File: src/rtl/sar_search8.sv
// -----------------------------------------------------------------------------
// sar_search8 -- successive-approximation search engine.
//
// Drives the b operand (guess) of an external combinational magnitude
// comparator whose a operand is an unknown target, and reads back the
// comparator's MORE/LESS flags. A search recovers the target in WIDTH trial
// compares (one per bit, MSB first) plus one verifying compare.
//
// Ports:
//   clk     in   1              rising-edge clock
//   rst_n   in   1              asynchronous active-low reset
//   start   in   1              begin a search; honoured only in IDLE and not
//                               in the cycle where done is high
//   guess   out  WIDTH          registered b operand for the comparator
//   more    in   1              comparator flag: target > guess
//   less    in   1              comparator flag: target < guess
//   busy    out  1              high while a search is in progress
//   done    out  1              one-cycle pulse at the end of a search
//   found   out  1              with done: result confirmed equal to target
//   err     out  1              with done: comparator reported more=less=1
//   result  out  WIDTH          recovered value, held until the next done
//   steps   out  clog2(WIDTH+2) compares used by the last search
//
// Optional feature (macro SAR_EARLY_EXIT_EN): when defined, a trial compare
// that reports equality ends the search immediately and skips VERIFY.
// Without it every search takes WIDTH+1 compares.
// -----------------------------------------------------------------------------
module sar_search8 #(
  parameter int WIDTH = 8
) (
  input  logic                         clk,
  input  logic                         rst_n,
  input  logic                         start,
  output logic [WIDTH-1:0]             guess,
  input  logic                         more,
  input  logic                         less,
  output logic                         busy,
  output logic                         done,
  output logic                         found,
  output logic                         err,
  output logic [WIDTH-1:0]             result,
  output logic [$clog2(WIDTH+2)-1:0]   steps
);

  localparam int KW = (WIDTH > 1) ? $clog2(WIDTH) : 1;
  localparam int SW = $clog2(WIDTH + 2);
  localparam logic [WIDTH-1:0] ONE = {{(WIDTH-1){1'b0}}, 1'b1};
  localparam logic [WIDTH-1:0] MSB = ONE << (WIDTH - 1);

  typedef enum logic [1:0] {
    IDLE   = 2'd0,
    TEST   = 2'd1,
    VERIFY = 2'd2
  } state_e;

  state_e           state_q;
  logic [WIDTH-1:0] acc_q;
  logic [WIDTH-1:0] guess_q;
  logic [WIDTH-1:0] result_q;
  logic [KW-1:0]    k_q;
  logic [SW-1:0]    cnt_q;
  logic [SW-1:0]    steps_q;
  logic             busy_q;
  logic             done_q;
  logic             found_q;
  logic             err_q;

  // Next-state helpers for the bit under trial.
  logic [WIDTH-1:0] acc_d;    // accumulator with bit k resolved
  logic [WIDTH-1:0] trial_d;  // next guess: resolved bits plus the next trial bit
  logic [SW-1:0]    cnt_d;
  logic             cmp_bad;  // comparator claims both greater and smaller

  // Bit k keeps its trial 1 unless the target is strictly below the guess;
  // equality therefore keeps the bit.
  for (genvar gi = 0; gi < WIDTH; gi++) begin : g_acc
    localparam logic [KW-1:0] BIT_IDX = KW'(gi);
    assign acc_d[gi] = (k_q == BIT_IDX) ? ~less : acc_q[gi];
  end

  // Only meaningful while k_q > 0; at k_q == 0 the guess takes acc_d directly.
  assign trial_d = acc_d | (ONE << (k_q - 1'b1));
  assign cnt_d   = cnt_q + SW'(1);
  assign cmp_bad = more & less;

  always_ff @(posedge clk or negedge rst_n) begin
    if (!rst_n) begin
      state_q  <= IDLE;
      acc_q    <= '0;
      guess_q  <= '0;
      result_q <= '0;
      k_q      <= '0;
      cnt_q    <= '0;
      steps_q  <= '0;
      busy_q   <= 1'b0;
      done_q   <= 1'b0;
      found_q  <= 1'b0;
      err_q    <= 1'b0;
    end else begin
      done_q <= 1'b0;
      case (state_q)
        IDLE: begin
          // done_q high means we entered IDLE on the previous edge; a start
          // arriving in that cycle is deliberately dropped.
          if (start && !done_q) begin
            acc_q   <= '0;
            k_q     <= KW'(WIDTH - 1);
            guess_q <= MSB;
            cnt_q   <= '0;
            busy_q  <= 1'b1;
            found_q <= 1'b0;
            err_q   <= 1'b0;
            state_q <= TEST;
          end
        end

        TEST: begin
          if (cmp_bad) begin
            err_q    <= 1'b1;
            found_q  <= 1'b0;
            result_q <= guess_q;
            steps_q  <= cnt_d;
            done_q   <= 1'b1;
            busy_q   <= 1'b0;
            state_q  <= IDLE;
`ifdef SAR_EARLY_EXIT_EN
          end else if (!more && !less) begin
            result_q <= guess_q;
            found_q  <= 1'b1;
            steps_q  <= cnt_d;
            done_q   <= 1'b1;
            busy_q   <= 1'b0;
            state_q  <= IDLE;
`endif
          end else begin
            acc_q <= acc_d;
            cnt_q <= cnt_d;
            if (k_q != '0) begin
              k_q     <= k_q - 1'b1;
              guess_q <= trial_d;
            end else begin
              guess_q <= acc_d;
              state_q <= VERIFY;
            end
          end
        end

        VERIFY: begin
          // Catches a target that moved during TEST: the converged value is
          // reported, but found stays low.
          if (cmp_bad) begin
            err_q   <= 1'b1;
            found_q <= 1'b0;
          end else begin
            found_q <= ~more & ~less;
          end
          result_q <= guess_q;
          cnt_q    <= cnt_d;
          steps_q  <= cnt_d;
          done_q   <= 1'b1;
          busy_q   <= 1'b0;
          state_q  <= IDLE;
        end

        default: begin
          state_q <= IDLE;
          busy_q  <= 1'b0;
        end
      endcase
    end
  end

  assign guess  = guess_q;
  assign busy   = busy_q;
  assign done   = done_q;
  assign found  = found_q;
  assign err    = err_q;
  assign result = result_q;
  assign steps  = steps_q;

endmodule

File: config.mk
export PLATFORM = sky130hd
export DESIGN_NAME = sar_search8
export DESIGN_NICKNAME = d
export VERILOG_FILES = /design/src/rtl/sar_search8.sv
export SDC_FILE = /design/constraint.sdc
export NUM_CORES = 1
export LEC_CHECK = 0
export CORE_AREA = 2 2 67 69
export DETAILED_ROUTE_END_ITERATION = 6
export DIE_AREA = 0 0 69 71
export PLACE_DENSITY = 0.83
export SYNTH_ARGS = -nofsm -noshare
export SYNTH_HDL_FRONTEND = slang
export SYNTH_SLANG_ARGS = --single-unit
File: constraint.sdc
create_clock -name clk -period 2.3 [get_ports clk]
set_input_delay 0.345 -clock clk [delete_from_list [all_inputs] [get_ports clk]]
set_output_delay 0.345 -clock clk [all_outputs]
set_load 0.1 [all_outputs]
# Word-level counts from Yosys, hierarchy flattened
# Index checks and enable logic that the tools add are counted.
dict set report word_totals {
  wordCells 92
  register_bits 41
  inputBits 5
}
dict set report classes {
  n_mux 40
  n_addsub 2
  n_shift 1
  bitwise_logic 5
  eq_ne 15
  reduce_logical 18
}
# cell n
set op_table {}
lappend op_table {{8-bit 2-to-1 mux} 6}
lappend op_table {{8-bit case mux with 2 select lines} 3}
lappend op_table {{1-bit 2-to-1 mux} 14}
lappend op_table {{3-bit equality test (second input constant)} 4}
lappend op_table {{4-bit 2-to-1 mux} 3}
lappend op_table {{4-bit case mux with 3 select lines} 1}
lappend op_table {{3-bit AND reduction} 4}
lappend op_table {{3-bit 2-to-1 mux} 3}
lappend op_table {{2-bit inequality test (second input constant)} 4}
lappend op_table {{8-bit bitwise OR} 1}
lappend op_table {{4-bit case mux with 2 select lines} 1}
lappend op_table {{1-bit by 3-bit << shifter with 8-bit output (first input constant)} 1}
lappend op_table {{3-bit by 2-bit equality test with 1-bit output (second input constant)} 2}
lappend op_table {{2-bit 2-to-1 mux} 3}
lappend op_table {{1-bit case mux with 2 select lines} 3}
lappend op_table {{3-bit case mux with 2 select lines} 1}
lappend op_table {{2-bit AND reduction} 3}
lappend op_table {{2-bit nonzero test} 3}
lappend op_table {{3-bit nonzero test} 2}
lappend op_table {{4-bit by 1-bit adder with 4-bit output (second input constant)} 1}
lappend op_table {{2-bit case mux with 2 select lines} 1}
lappend op_table {{4-bit AND reduction} 1}
lappend op_table {{3-bit by 1-bit equality test with 1-bit output (second input constant)} 1}
lappend op_table {{3-bit zero test} 1}
lappend op_table {{12 further kinds} 14}

# Depth between registers and ports, before layout
dict set report logic_depth {
  word_depth 6
  mapped_depth 8
}

# Worst setup path before layout
# Ideal clock, no wire load.
dict set report synth_timing {
  path_type {register to register}
  from {register done_q (netlist: done)}
  to {register guess_q[5] (netlist: guess[5])}
  path_slack_ns 0.270
  path_buffers 1
  setup_ns 0.118
  path_stages_with_launch 6
  t_arrival_ns 1.912
  cell_sequence {dfrtp_1 nand2b_1 a211o_1 buf_6 a22o_1 a21o_1}
}
dict set report synth_via {
  elab_chain_cells 4
}
# element line
set synth_lines {}
lappend synth_lines {{start, declared} 64} ;# logic done_q;
lappend synth_lines {{start signal, assigned} 96} ;# done_q <= 1'b0;
lappend synth_lines {{start signal, assigned} 100} ;# done_q <= 1'b0;
lappend synth_lines {{start signal, assigned} 123} ;# done_q <= 1'b1;
lappend synth_lines {{1-bit zero test} 105} ;# if (start && !done_q) begin
lappend synth_lines {{1-bit logical AND} 105}
lappend synth_lines {{2-bit inequality test (no source line)} -}
lappend synth_lines {{3-bit AND reduction (no source line)} -}
lappend synth_lines {{end signal, assigned} 140} ;# guess_q <= trial_d;
lappend synth_lines {{end, declared} 58} ;# logic [WIDTH-1:0] guess_q;
# Every way passes these cells.
# A chain may end at the register's enable or synchronous reset.

# Worst setup path after layout
dict set report layout_timing {
  from {register state_q[0]}
  to {register guess_q[4] (netlist: guess[4])}
}
dict set report layout_via {
  elab_chain_cells 3
  elab_cells_between_ends 7
  cone_classes {eq/ne: 3; mux: 1; reduce/logical: 3}
}
# element line
set layout_lines {}
lappend layout_lines {{start, declared} 56} ;# state_e state_q;
lappend layout_lines {{start signal, assigned} 88} ;# state_q <= IDLE;
lappend layout_lines {{start signal, assigned} 113} ;# state_q <= TEST;
lappend layout_lines {{start signal, assigned} 125} ;# state_q <= IDLE;
lappend layout_lines {{2-bit by 1-bit equality test with 1-bit output or 2-bit zero test (tied branches)} 101} ;# case (state_q)
lappend layout_lines {{2-bit inequality test (no source line) or 2-bit nonzero test (tied branches)} -}
lappend layout_lines {{3-bit AND reduction (no source line)} -}
# Several ways; a longest one is shown, not always the timed one.

==> results.py <==
metrics = {
    "sta": {
        "finalMaxSlewViolations": 0,
        "fmax_mhz": 490,
        "finalWorstSetupSlack_ns": 0.260,
        "finClkSkew_ns": 0.00721,
        "finalCritPeriodShare": 0.887,
        "period_needed_ns": 2.04,
        "setup_viol": 0,
        "worstMarginPinSlew_ns": 0.888,
        "hold_violations": 0,
        "grt_setup_unrepaired": "false",
        "relSlewSlack": 0.408,
        "hold_ws_ns": 0.170,
    },
    "yosys": {
        "syn_area_um2": 2090,
        "synth_cells": 199,
        "async_flop_share": 1.00,
        "yosysTopAreaCellShare": 0.491,
        "syn_nets": 215,
        "synth-compound-area-share": 0.192,
        "synth_xor_area_frac": 0.00419,
        "synth-seq-cells": 41,
        "synth_common_cells": "41 x dfrtp_1, 19 x nand2_1, 12 x a22o_1, 12 x inv_1, 11 x ha_1",
        "synth_most_common_cell": "dfrtp_1",
        "synth_fa_ha_area_frac": 0.0659,
        "seq_area_frac_synth": 0.491,
        "avgSynthCellArea_um2": 10.5,
        "synth.distinct_cells": 36,
        "synth-simple-area-share": 0.116,
        "synth_top_cell_by_area": "dfrtp_1",
        "synth-edff-count": 0,
        "ys.warnings.count": 0,
        "muxShareOfSynthArea": 0.0875,
        "synth_top_family_by_area": "compound AO/OA/AOI/OAI gates",
        "synthFlopType": "dfrtp_1",
        "ys_top_cells_by_area": "dfrtp_1 49%, ha_1 6.6%, a22o_1 5.0%",
    },
    "floorplan": {
        "rows": 24,
        "io_pins": 29,
        "die_h_um": 71,
        "initial_utilization": 0.497,
        "die-area_um2": 4900,
        "die_w_um": 69,
        "core_um2": 4200,
    },
    "grt": {
        "grt_pass1_wl_um": 7260,
        "antenna_found_initial": 0,
        "grt_max_degree": 42,
        "grt_pass1_vias": 1575,
        "grt_overflow": 0,
        "grt_usage": 0.184,
    },
    "setup_path": {
        "arrival_ns": 2.22,
        "worstSetupPathType": "reg -> reg",
        "worst-r2r-cell-count": 6,
        "endpoint_kind": "flop",
        "crit_fanout": 15,
        "crit_path_start_kind": "flop",
        "critPathRequiredTime_ns": 2.48,
    },
    "cells_and_area": {
        "synthToLayoutAreaGrowth_pct": 20.1,
        "postLayoutCoreUtil": 0.597,
        "finalNonFillerCells": 288,
        "final_layout_size_suffix_gt1_frac": 0.212,
        "nNetsFinal": 251,
        "diodes": 0,
    },
    "placed_design": {
        "dp_slack_ns": -0.0545,
        "dp_hpwl_um": 3000,
        "gp_congestion": 0.872,
        "place_inst": 280,
        "numPortBuffers": 28,
    },
    "routing": {
        "wl_met3_um": 183,
        "drtIter0Drc": 84,
        "viasPerCell": 5.63,
        "wl_um": 4260,
        "drc": 0,
        "drt_pass1_iterations": 4,
        "via_count": 1620,
        "highest_layer": "met4",
        "wl_met1_um": 1910,
        "wl_met2_um": 2090,
        "wl_per_cell_um": 14.8,
        "ant_nets": 0,
    },
    "job": {
        "cap_violations": 0,
    },
    "clocking": {
        "clock_latency_ns": 0.29,
        "cts_tree": "built",
        "cts_max_path_buffers": 2,
        "ctsHoldBuffers": 0,
        "cts_max_level": 2,
        "cts.sinks": 41,
        "clkTransAtPathRegs_ns": 0.08,
        "ctsResizeCount": 0,
        "postCtsSetupBuffers": 0,
        "cts_buffers": 5,
        "clockRootBuffer": "clkbuf_8",
    },
    "run_status": {
        "status": "completed",
    },
    "hold_path": {
        "hold_path.class": "in -> async",
    },
}
-- layout by cell type (no fill, tap or decap), types with 5 or more instances in the layout --
master,n
inv_1,12
a22o_1,12
dfrtp_1,41
o21ai_0,8
a31oi_1,6
buf_4,33
ha_1,11
clkbuf_8,6
nand3_1,5
mux2i_1,7
nand2b_1,6
nand2_1,19
mux2_1,6
o21ai_1,10
nor2_1,7
a21oi_1,7
-- cells by family (layout without fill, tap and decap cells) --
| group | after synthesis | in the layout |
|---|---|---|
| fa+ha+maj | 11 | 11 |
| buf+inv | 20 | 57 |
| mux | 17 | 17 |
| flops | 41 | 41 |
| xor+xnor | 1 | 1 |
| simple gates | 50 | 50 |
| compound gates | 59 | 59 |
-- stage by stage --
step / area (um2) / TNS (ns)
after floorplan: 2090 / 0
after global placement: 2390 / 0
after detailed placement: 2390 / -0.275
after CTS: 2510 / 0
after global routing: 2510 / 0
final: 2510 / 0
-- worst max-delay path, cell delays in order, from the launching register on --
cell and delay (ns):
dfrtp_1 0.40, ha_1 0.25, buf_4 0.16, and3_1 0.19, a211o_1 0.46, a22o_1 0.32, a21o_1 0.15
-- routing by layer --
layer  global-route usage  vias up
met4               0.0893        0
met3               0.0313        9
li1                     -      777
met1                0.239      798
met5                    0        -
met2                0.302       36
-- final cells by class --
| type | instances | area, um2 |
|---|---|---|
| clock buffer | 7 | 86.3 |
| clock inverter | 1 | 30.0 |
| fill | 359 | 1700 |
| inverter | 12 | 45.0 |
| multi-input combinational | 138 | 973 |
| sequential | 41 | 1030 |
| tap | 52 | 65.1 |
| timing repair buffer | 37 | 283 |
-- state kept, by name, summed over array words and instances (netlist names) --
name and flops:
acc_q 8, busy 1, cnt_q 4, done 1
err 1, found 1, guess 8, k_q 3
result 8, state_q 2, steps 4
-- worst paths after layout --
path / startpoint / end / slack (ns)
min reg2reg: acc_q[2]$_DFFE_PN0P_ / acc_q[2]$_DFFE_PN0P_ / 0.48
max: state_q[0]$_DFFE_PN0P_ / guess[4]$_DFFE_PN0P_ / 0.26
min: rst_n / acc_q[1]$_DFFE_PN0P_ / 0.17
max in group asynchronous: rst_n / result[5]$_DFFE_PN0P_ / 1.57
max reg2reg: state_q[0]$_DFFE_PN0P_ / guess[4]$_DFFE_PN0P_ / 0.26
min in group clk: acc_q[2]$_DFFE_PN0P_ / acc_q[2]$_DFFE_PN0P_ / 0.48
Power is not shown: default switching activity piles up to over one toggle a cycle in this logic, so the estimate is an artifact.
